$ cat src/rtl/frank_pkg.sv
// rtl/frank_pkg.sv - shared constants for the FRANK6000 control unit
package frank_pkg;
    localparam int OVF_DROP = 0;
    localparam int OVF_WRAP = 1;
endpackage

$ cat src/rtl/stack_regfile.sv
// rtl/stack_regfile.sv - return-address storage: one sync write port, one async read port
module stack_regfile #(
    parameter int ADDR_WIDTH = 4,
    parameter int DATA_WIDTH = 8
) (
    input  logic                  clk,
    input  logic                  we,
    input  logic [ADDR_WIDTH-1:0] waddr,
    input  logic [DATA_WIDTH-1:0] din,
    input  logic [ADDR_WIDTH-1:0] raddr,
    output logic [DATA_WIDTH-1:0] rdata
);
    localparam int DEPTH = 1 << ADDR_WIDTH;

    // Contents are don't-care after reset, so the array carries no reset.
    logic [DATA_WIDTH-1:0] mem [DEPTH];

    always_ff @(posedge clk) begin
        if (we) begin
            mem[waddr] <= din;
        end
    end

    assign rdata = mem[raddr];
endmodule

$ cat src/rtl/call_return_stack.sv
// rtl/call_return_stack.sv - return-address stack with occupancy, sticky errors and overflow policy
module call_return_stack
    import frank_pkg::*;
#(
    parameter int ADDR_WIDTH = 4,
    parameter int DATA_WIDTH = 8,
    parameter int RET_OFFSET = 1,
    parameter int OVF_MODE   = OVF_DROP
) (
    input  logic                  clk,
    input  logic                  rst,
    input  logic [DATA_WIDTH-1:0] i_PC,
    input  logic                  call,
    input  logic                  rtrn,
    input  logic                  flush,
    input  logic                  clr_err,
    output logic [DATA_WIDTH-1:0] o_Stack,
    output logic [ADDR_WIDTH:0]   count,
    output logic                  full,
    output logic                  empty,
    output logic                  ovf_err,
    output logic                  unf_err
);
    localparam int DEPTH = 1 << ADDR_WIDTH;
    localparam logic [ADDR_WIDTH:0] FULL_CNT = (ADDR_WIDTH + 1)'(DEPTH);
    localparam logic WRAP = (OVF_MODE == OVF_WRAP);

    logic [ADDR_WIDTH-1:0] sp, sp_dec, wr_addr;
    logic [DATA_WIDTH-1:0] ret_addr, top_data;
    logic do_replace, do_push, do_pop, ovf_evt, unf_evt;

    assign full     = (count == FULL_CNT);
    assign empty    = (count == '0);
    assign sp_dec   = sp - ADDR_WIDTH'(1);
    assign ret_addr = i_PC + DATA_WIDTH'(RET_OFFSET);

    // Priority flush > call&rtrn > call > rtrn; call&rtrn on an empty stack is a plain push.
    always_comb begin
        do_replace = 1'b0;
        do_push    = 1'b0;
        do_pop     = 1'b0;
        ovf_evt    = 1'b0;
        unf_evt    = 1'b0;
        if (!flush) begin
            if (call && rtrn && !empty) begin
                do_replace = 1'b1;
            end else if (call) begin
                do_push = !full || WRAP;
                ovf_evt = full;
            end else if (rtrn) begin
                do_pop  = !empty;
                unf_evt = empty;
            end
        end
    end

    assign wr_addr = do_replace ? sp_dec : sp;

    always_ff @(posedge clk or negedge rst) begin
        if (!rst) begin
            sp      <= '0;
            count   <= '0;
            ovf_err <= 1'b0;
            unf_err <= 1'b0;
        end else begin
            if (flush) begin
                sp    <= '0;
                count <= '0;
            end else if (do_push) begin
                sp <= sp + ADDR_WIDTH'(1);
                if (!full) begin
                    count <= count + 1'b1;
                end
            end else if (do_pop) begin
                sp    <= sp_dec;
                count <= count - 1'b1;
            end
            // Set wins over clear when an error lands in the same cycle as clr_err.
            ovf_err <= ovf_evt || (ovf_err && !clr_err);
            unf_err <= unf_evt || (unf_err && !clr_err);
        end
    end

    stack_regfile #(
        .ADDR_WIDTH(ADDR_WIDTH),
        .DATA_WIDTH(DATA_WIDTH)
    ) u_regfile (
        .clk  (clk),
        .we   (do_push || do_replace),
        .waddr(wr_addr),
        .din  (ret_addr),
        .raddr(sp_dec),
        .rdata(top_data)
    );

    assign o_Stack = empty ? '0 : top_data;
endmodule

$ cat config.mk
export PLATFORM = sky130hd
export DESIGN_NAME = call_return_stack
export DESIGN_NICKNAME = d
export VERILOG_FILES = /design/src/rtl/frank_pkg.sv /design/src/rtl/stack_regfile.sv /design/src/rtl/call_return_stack.sv
export SDC_FILE = /design/constraint.sdc
export NUM_CORES = 1
export LEC_CHECK = 0
export CORE_ASPECT_RATIO = 0.9
export CORE_MARGIN = 2
export CORE_UTILIZATION = 40
export DETAILED_ROUTE_END_ITERATION = 8
export SLEW_MARGIN = 20
export SYNTH_ARGS = -nofsm -noshare
export SYNTH_HDL_FRONTEND = slang
export SYNTH_SLANG_ARGS = --single-unit
export TNS_END_PERCENT = 1
$ cat constraint.sdc
create_clock -name clk -period 3.5 [get_ports clk]
set_input_delay 0.35 -clock clk [delete_from_list [all_inputs] [get_ports clk]]
set_output_delay 0.35 -clock clk [all_outputs]
set_load 0.1 [all_outputs]
Word level (Yosys, flattened, before mapping):

Memories as Yosys holds them, arrays and structs flattened.
Index checks and enable logic that the tools add are counted.

* add/sub/neg operators: 5
* equal/unequal tests: 2
* muxes and demuxes: 27
* reduce and logical (&&, ||, !) cells: 13

Operator list (count)
* $mux W5: 4
* $mux W1: 18
* $mux W4: 4
* $add A8 B1 Y8 const B: 1
* $mux W8: 1
* $add A5 B1 Y5 const B: 1
* $eq A5 B5 Y1 const B: 1
* $logic_not A5 Y1: 1
* $sub A5 B1 Y5 const B: 1
* $add A4 B1 Y4 const B: 1
* $logic_and A1 B1 Y1: 4
* $sub A4 B1 Y4 const B: 1
* $logic_not A1 Y1: 3
* $logic_or A1 B1 Y1: 3
* $ne A3 B3 Y1 const B: 1
* $reduce_bool A3 Y1: 1
* $reduce_and A2 Y1: 1

* bits in registers: 11
* bits in writable memories: 128
* output and inout bits: 17
* memories kept: 1

Memories
* u_regfile.mem: depth 16, bits a word 8, read ports 1, clocked after memory_dff 0, write ports 1, RTL line stack_regfile.sv:16 `logic [DATA_WIDTH-1:0] mem [DEPTH];`

Longest topological paths before layout:

Gate-level depths: netlist of the first run.

* depth in word-level cells: 9
* depth in mapped cells: 8
* gate-level depth less buffers: 8

By module:

Synthesis of the first run repeated with hierarchy kept, for this count alone.

* cell total of the unflattened synthesis: 347
* area total of the unflattened synthesis: 6072.1 um^2

Modules (own cells, without submodules)
* stack_regfile: times used 1, cells an instance 221, area an instance 4987.3 um^2, sequential area each 3843.7 um^2
* call_return_stack: times used 1, cells an instance 126, area an instance 1084.8 um^2, sequential area each 275.3 um^2

Worst setup path after synthesis of the first run:

Ideal clock, no wire load.

* kind: flip-flop to output port
* start: register sp[0]
* end: output port o_Stack[0]
* arrival: 3.420 ns
* data required time: 3.150 ns
* slack: -0.270 ns
* stages on the path, launching flop included: 9
* path buffers: 3
* cells stage by stage: dfrtp_1 buf_2 inv_1 ha_1 clkbuf_1 clkbuf_1 mux4_2 mux2i_1 o22ai_1

* cells in the longest elaborated chain, start to end: 3

RTL lines
* start, declared: RTL line call_return_stack.sv:28 `logic [ADDR_WIDTH-1:0] sp, sp_dec, wr_addr;`
* start signal, assigned: RTL line call_return_stack.sv:70 `sp <= sp + ADDR_WIDTH'(1);`
* start signal, assigned: RTL line call_return_stack.sv:75 `sp <= sp_dec;`
* $sub A4 B1 Y4: RTL line call_return_stack.sv:34 `assign sp_dec = sp - ADDR_WIDTH'(1);`
* $mem_v2 Z16 W8
* $mux W8: RTL line call_return_stack.sv:96 `assign o_Stack = empty ? '0 : top_data;`
* end, declared: RTL line call_return_stack.sv:17 `output logic [DATA_WIDTH-1:0] o_Stack,`

No other way between the ends.

Final worst setup path of the first run:

* start: register sp[2]
* end: output port o_Stack[6]

The elaborated chain is that of the path after synthesis.

==> qor.yml, run 1 <==
clock_network:
  cts_tree: "done"
  numCtsBuffers: 17
  cts.path.max_buffers: 2
  cts.sinks: 139
  cts.reportedPaths.clkPinSlew_ns: 0.06
  ctsHtreeMaxLevel: 4
  cts_hold_buf: 0
  clk_latency_ns: 0.42
  cts_root_buffer: "clkbuf_16"
  post-cts-setup-buffers: 0
  cts_resized: 0
layout:
  final_layout_size_suffix_gt1_frac: 0.263
  area_delta_synth_final_pct: 22.5
  nFillCells: 1209
  diodes: 0
  nNetsFinal: 431
route:
  totalWireLength_um: 13000
  dr.pass1.iters: 5
  ant_nets: 0
  wl_per_cell_um: 20.9
  post_drt_via_cell_ratio: 5.57
  vias: 3455
  drt_iter0_markers: 289
  drc_errors: 0
grt:
  grt_pass1_vias: 3385
  grt_pass1_wl_um: 20200
  track_usage: 0.173
  grt-ovfl-total: 0
  antenna_found_initial: 0
  grt_max_degree: 37
yosys:
  yosys.area.top_type: "edfxtp_1"
  synth_top_area_frac: 0.630
  synthDistinctLibCells: 45
  synthArstFlopShare: 0.0791
  synth_area_leaders: "edfxtp_1 63%, mux4_2 12%, dfrtp_1 4.5%"
  synth_common_cells: "128 x edfxtp_1, 32 x mux4_2, 20 x mux2i_1, 18 x a21oi_1, 12 x inv_1"
  synth.cell_area_um2: 6110
  synth_area_per_cell_um2: 17.4
  ys.flop_type: "edfxtp_1"
  syn_inst: 351
  yosysWarnings: 0
  yosys_register_bits: 139
  synth.most_common_cell: "edfxtp_1"
  synth_nets: 373
  ys_seq_area_frac: 0.675
  synth_edf_count: 128
floorplan:
  die_w_um: 134
  die_area_um2: 16300
  start_util: 0.412
  ios: 31
  rows: 42
  die_h_um: 121
  core_area_um2: 14800
placement:
  routabilityCongestion: 0.839
  pre_cts_ws_ns: 0.434
  io_buffers: 30
  hpwl_um: 8540
sta:
  maxSlewHeadroom: 0.350
  period_needed_ns: 3.24
  finalHoldViolations: 0
  hold-worst-slack_ns: 0.279
  rsz0062_at_grt: "false"
  period_share: 0.926
  fmax_mhz: 308
  finalSetupTns_ns: 0
  slew_viol_final: 0
  clock_skew_ns: 0.00959
  setup_viol: 0
  tightest_slew_ns: 0.972
  setup_ws_ns: 0.258
status:
  status: "complete, no violations"
critical_path:
  cp_data_required_time_ns: 3.15
  worstSetupStartpointType: "flop"
  slowest_stage: "or2_1"
  crit_type: "flop to output port"
  worst_path_largest_cell_delay_ns: 0.63
  crit_buf_inv: 2
  arrival_ns: 2.89
  end_kind: "output port"
  critPathMaxFanout: 13
  path_delay_family: "simple AND/OR/NAND/NOR gates"
  path_cells: "nor4_1 -> or2_1 -> buf_4 -> mux2i_1 -> o22ai_1 -> buf_12"
run:
  maxCapViolCount: 0
worst_hold_path:
  hold_class: "input pin to asynchronous set/reset pin"
==> metal layers <==
metal | share of wire | routed length, µm | global-route usage
met1 | 0.46 | 5940 | 0.240
met2 | 0.48 | 6260 | 0.266
met3 | 0.050 | 644 | 0.0535
met4 | 0.0086 | 111 | 0.0474
met5 | 0 | 0 | 0
==> cell usage in the layout (no fill, tap or decap), types with 9 or more instances in the layout <==
cell type and count:
edfxtp_1 128, mux2i_1 20, dfrtp_1 10, buf_4 30, clkdlybuf4s50_1 20, nor2_1 10
mux4_2 32, nand2_1 9, clkbuf_16 17, inv_1 12, a21oi_1 18
==> worst reg2reg max path, stage by stage (launching register included) <==
cell and delay, ns:
dfrtp_1 0.49, o41a_1 0.55, a211oi_1 0.31, inv_1 0.22, fa_1 0.45, a21o_1 0.20
a21o_1 0.24, mux2i_1 0.15, a221oi_1 0.28
==> cell families after synthesis <==
logic type,Yosys count,synth area share
flops,139,0.675
fa+ha+maj,8,0.0176
simple gates,46,0.0432
compound gates,60,0.0695
mux,54,0.155
buf+inv,31,0.0219
xor+xnor,13,0.0186
==> cell type report <==
class	instances	area, µm²	share of cell area
inverters	12	45.0	0.00602
multi-input cells	181	1880	0.252
clock buffers	17	425	0.0569
well taps	198	248	0.0331
repair buffers	58	586	0.0783
flip-flops and latches	139	4120	0.551
clock inverters	15	171	0.0229
==> sequential cells by signal, summed over array words and instances (netlist names) <==
| name | cells |
|---|---|
| sp | 4 |
| count | 5 |
| unf_err | 1 |
| u_regfile.mem | 128 |
| ovf_err | 1 |
==> final timing paths <==
kind,slack (ns),end,cells after the start,startpoint
max in group asynchronous,2.83,sp[0],1,rst
max,0.26,o_Stack[6],6,sp[2]
min,0.28,sp[2],1,rst
min in group clk,0.52,ovf_err,1,ovf_err
max reg2reg,0.50,count[4],8,count[0]
min reg2reg,0.52,ovf_err,1,ovf_err
==> per-stage QoR <==
| stage | std cells | utilization | instance area (µm²) |
|---|---|---|---|
| 2_1_floorplan | 351 | - | 6110 |
| 3_3_place_gp | 588 | 0.463 | 6860 |
| 3_5_place_dp | 588 | 0.463 | 6870 |
| 4_1_cts | 620 | 0.504 | 7460 |
| 5_1_grt | 620 | 0.505 | 7480 |
| 6_report | 620 | 0.505 | 7480 |
Power of run 1 is not shown: default switching activity piles up to over one toggle a cycle in this logic, so the estimate is an artifact.
==> run 2: changes to the inputs <==
--- a/config.mk
+++ b/config.mk
@@ -13,4 +13,4 @@
 export SYNTH_ARGS = -nofsm -noshare
 export SYNTH_HDL_FRONTEND = slang
 export SYNTH_SLANG_ARGS = --single-unit
-export TNS_END_PERCENT = 1
+export TNS_END_PERCENT = 30
==> qor.yml, run 2 (same netlist as run 1, synthesis figures left out) <==
layout:
  diodes: 0
  nFillCells: 1233
  largest_reg_flops: 128
  final_cell_mix: "128 x edfxtp_1, 32 x mux4_2, 29 x buf_4"
  final_layout_size_suffix_gt1_frac: 0.267
  nNetsFinal: 432
  regMostFlops: "u_regfile.mem"
  top_regs: "u_regfile.mem (128), count (5), sp (4)"
  layout_commonest_cell: "edfxtp_1"
  fin_cells: 621
  area_delta_synth_final_pct: 23.0
critical_path:
  worstSetupStartpointType: "flop"
  worst_path_largest_cell_delay_ns: 0.40
  r2r_end: "count[4]"
  slowest_stage: "dfrtp_2"
  critPathMaxFanout: 35
  cpMostUsedCell: "buf_6"
  end_kind: "output port"
  arrival_ns: 2.95
  path_delay_family: "buffers and inverters"
  crit_start: "sp[0]"
  r2r_start: "count[1]"
  crit_buf_inv: 4
  crit_type: "flop to output port"
  ff2ff_path_depth: 8
  r2r_slack_ns: 0.49
  path_cells: "buf_6 -> inv_1 -> ha_1 -> buf_6 -> mux4_2 -> mux2i_1 -> o22ai_1 -> buf_12"
  cp_data_required_time_ns: 3.15
route:
  vias: 3369
  wl_met2_um: 5970
  drc_errors: 0
  dr.max_layer_used: "met4"
  m1WireLength_um: 5420
  dr.pass1.iters: 4
  wl_per_cell_um: 19.8
  totalWireLength_um: 12300
  drt_iter0_markers: 249
  dr_wl_met3_um: 758
  post_drt_via_cell_ratio: 5.43
  ant_nets: 0
clock_network:
  cts.sinks: 139
  post-cts-setup-buffers: 0
  cts.reportedPaths.clkPinSlew_ns: 0.06
  numCtsBuffers: 17
  ctsHtreeMaxLevel: 4
  cts.path.max_buffers: 2
  clk_latency_ns: 0.42
  cts_root_buffer: "clkbuf_16"
  cts_tree: "done"
grt:
  antenna_found_initial: 0
  track_usage: 0.162
  grt-ovfl-total: 0
  grt_pass1_wl_um: 19200
  grt_pass1_vias: 3364
  grt_max_degree: 36
floorplan:
  die_area_um2: 16300
  die_w_um: 134
  ios: 31
  core_area_um2: 14800
  start_util: 0.412
  die_h_um: 121
  rows: 42
placement:
  dp_cells: 589
  io_buffers: 30
  hpwl_um: 8190
  routabilityCongestion: 0.782
sta:
  clock_skew_ns: 0.00707
  tightest_slew_ns: 0.968
  finalHoldViolations: 0
  slew_viol_final: 0
  setup_viol: 0
  rsz0062_at_grt: "false"
  period_needed_ns: 3.30
  maxSlewHeadroom: 0.353
  fmax_mhz: 303
  period_share: 0.943
  hold-worst-slack_ns: 0.290
worst_hold_path:
  hold_class: "input pin to asynchronous set/reset pin"
run:
  maxCapViolCount: 0
status:
  status: "complete, no violations"
-- run 2: per-layer routing --
metal  GRT usage  vias to the layer above
li1            -                     1558
met1       0.223                     1705
met2       0.253                       95
met3      0.0405                       11
met4      0.0520                        0
met5           0                        -
-- run 2: how the worst max path moves through the flow --
stage | depth (start not counted) | endpoint | slack, ns
4_1_cts | 8 | o_Stack[3] | 0.09
3_5_place_dp | 9 | count[4] | 0.42
3_3_place_gp | 5 | o_Stack[7] | 0.30
6_report | 8 | o_Stack[3] | 0.20
5_1_grt | 8 | o_Stack[3] | 0.02
2_1_floorplan | 8 | o_Stack[2] | -0.27
-- run 2: cell type report --
type | instances | area, µm² | area share
clock buffer | 17 | 425 | 0.0567
tap | 198 | 248 | 0.0330
sequential | 139 | 4120 | 0.549
multi-input combinational | 181 | 1870 | 0.249
timing repair buffer | 59 | 601 | 0.0800
inverter | 12 | 45.0 | 0.00600
clock inverter | 15 | 196 | 0.0262
-- run 2: repair_timing --
item                                    in CTS  in global routing
endpoints found under the setup margin       3                  4
endpoints found under the hold margin        0                  0
resized for setup                            1                  1
hold buffers                                 0                  0
-- run 2: metrics by stage --
stage | utilization | setup WS (ns) | cell area, µm² | setup TNS, ns
floorplan | - | -0.270 | 6120 | -1.57
global placement | 0.464 | 0.305 | 6870 | 0
detailed placement | 0.464 | 0.422 | 6870 | 0
CTS | 0.506 | 0.0887 | 7500 | 0
global route | 0.507 | 0.0208 | 7510 | 0
finish | 0.507 | 0.201 | 7510 | 0
Power of run 2 is left out for the same reason.
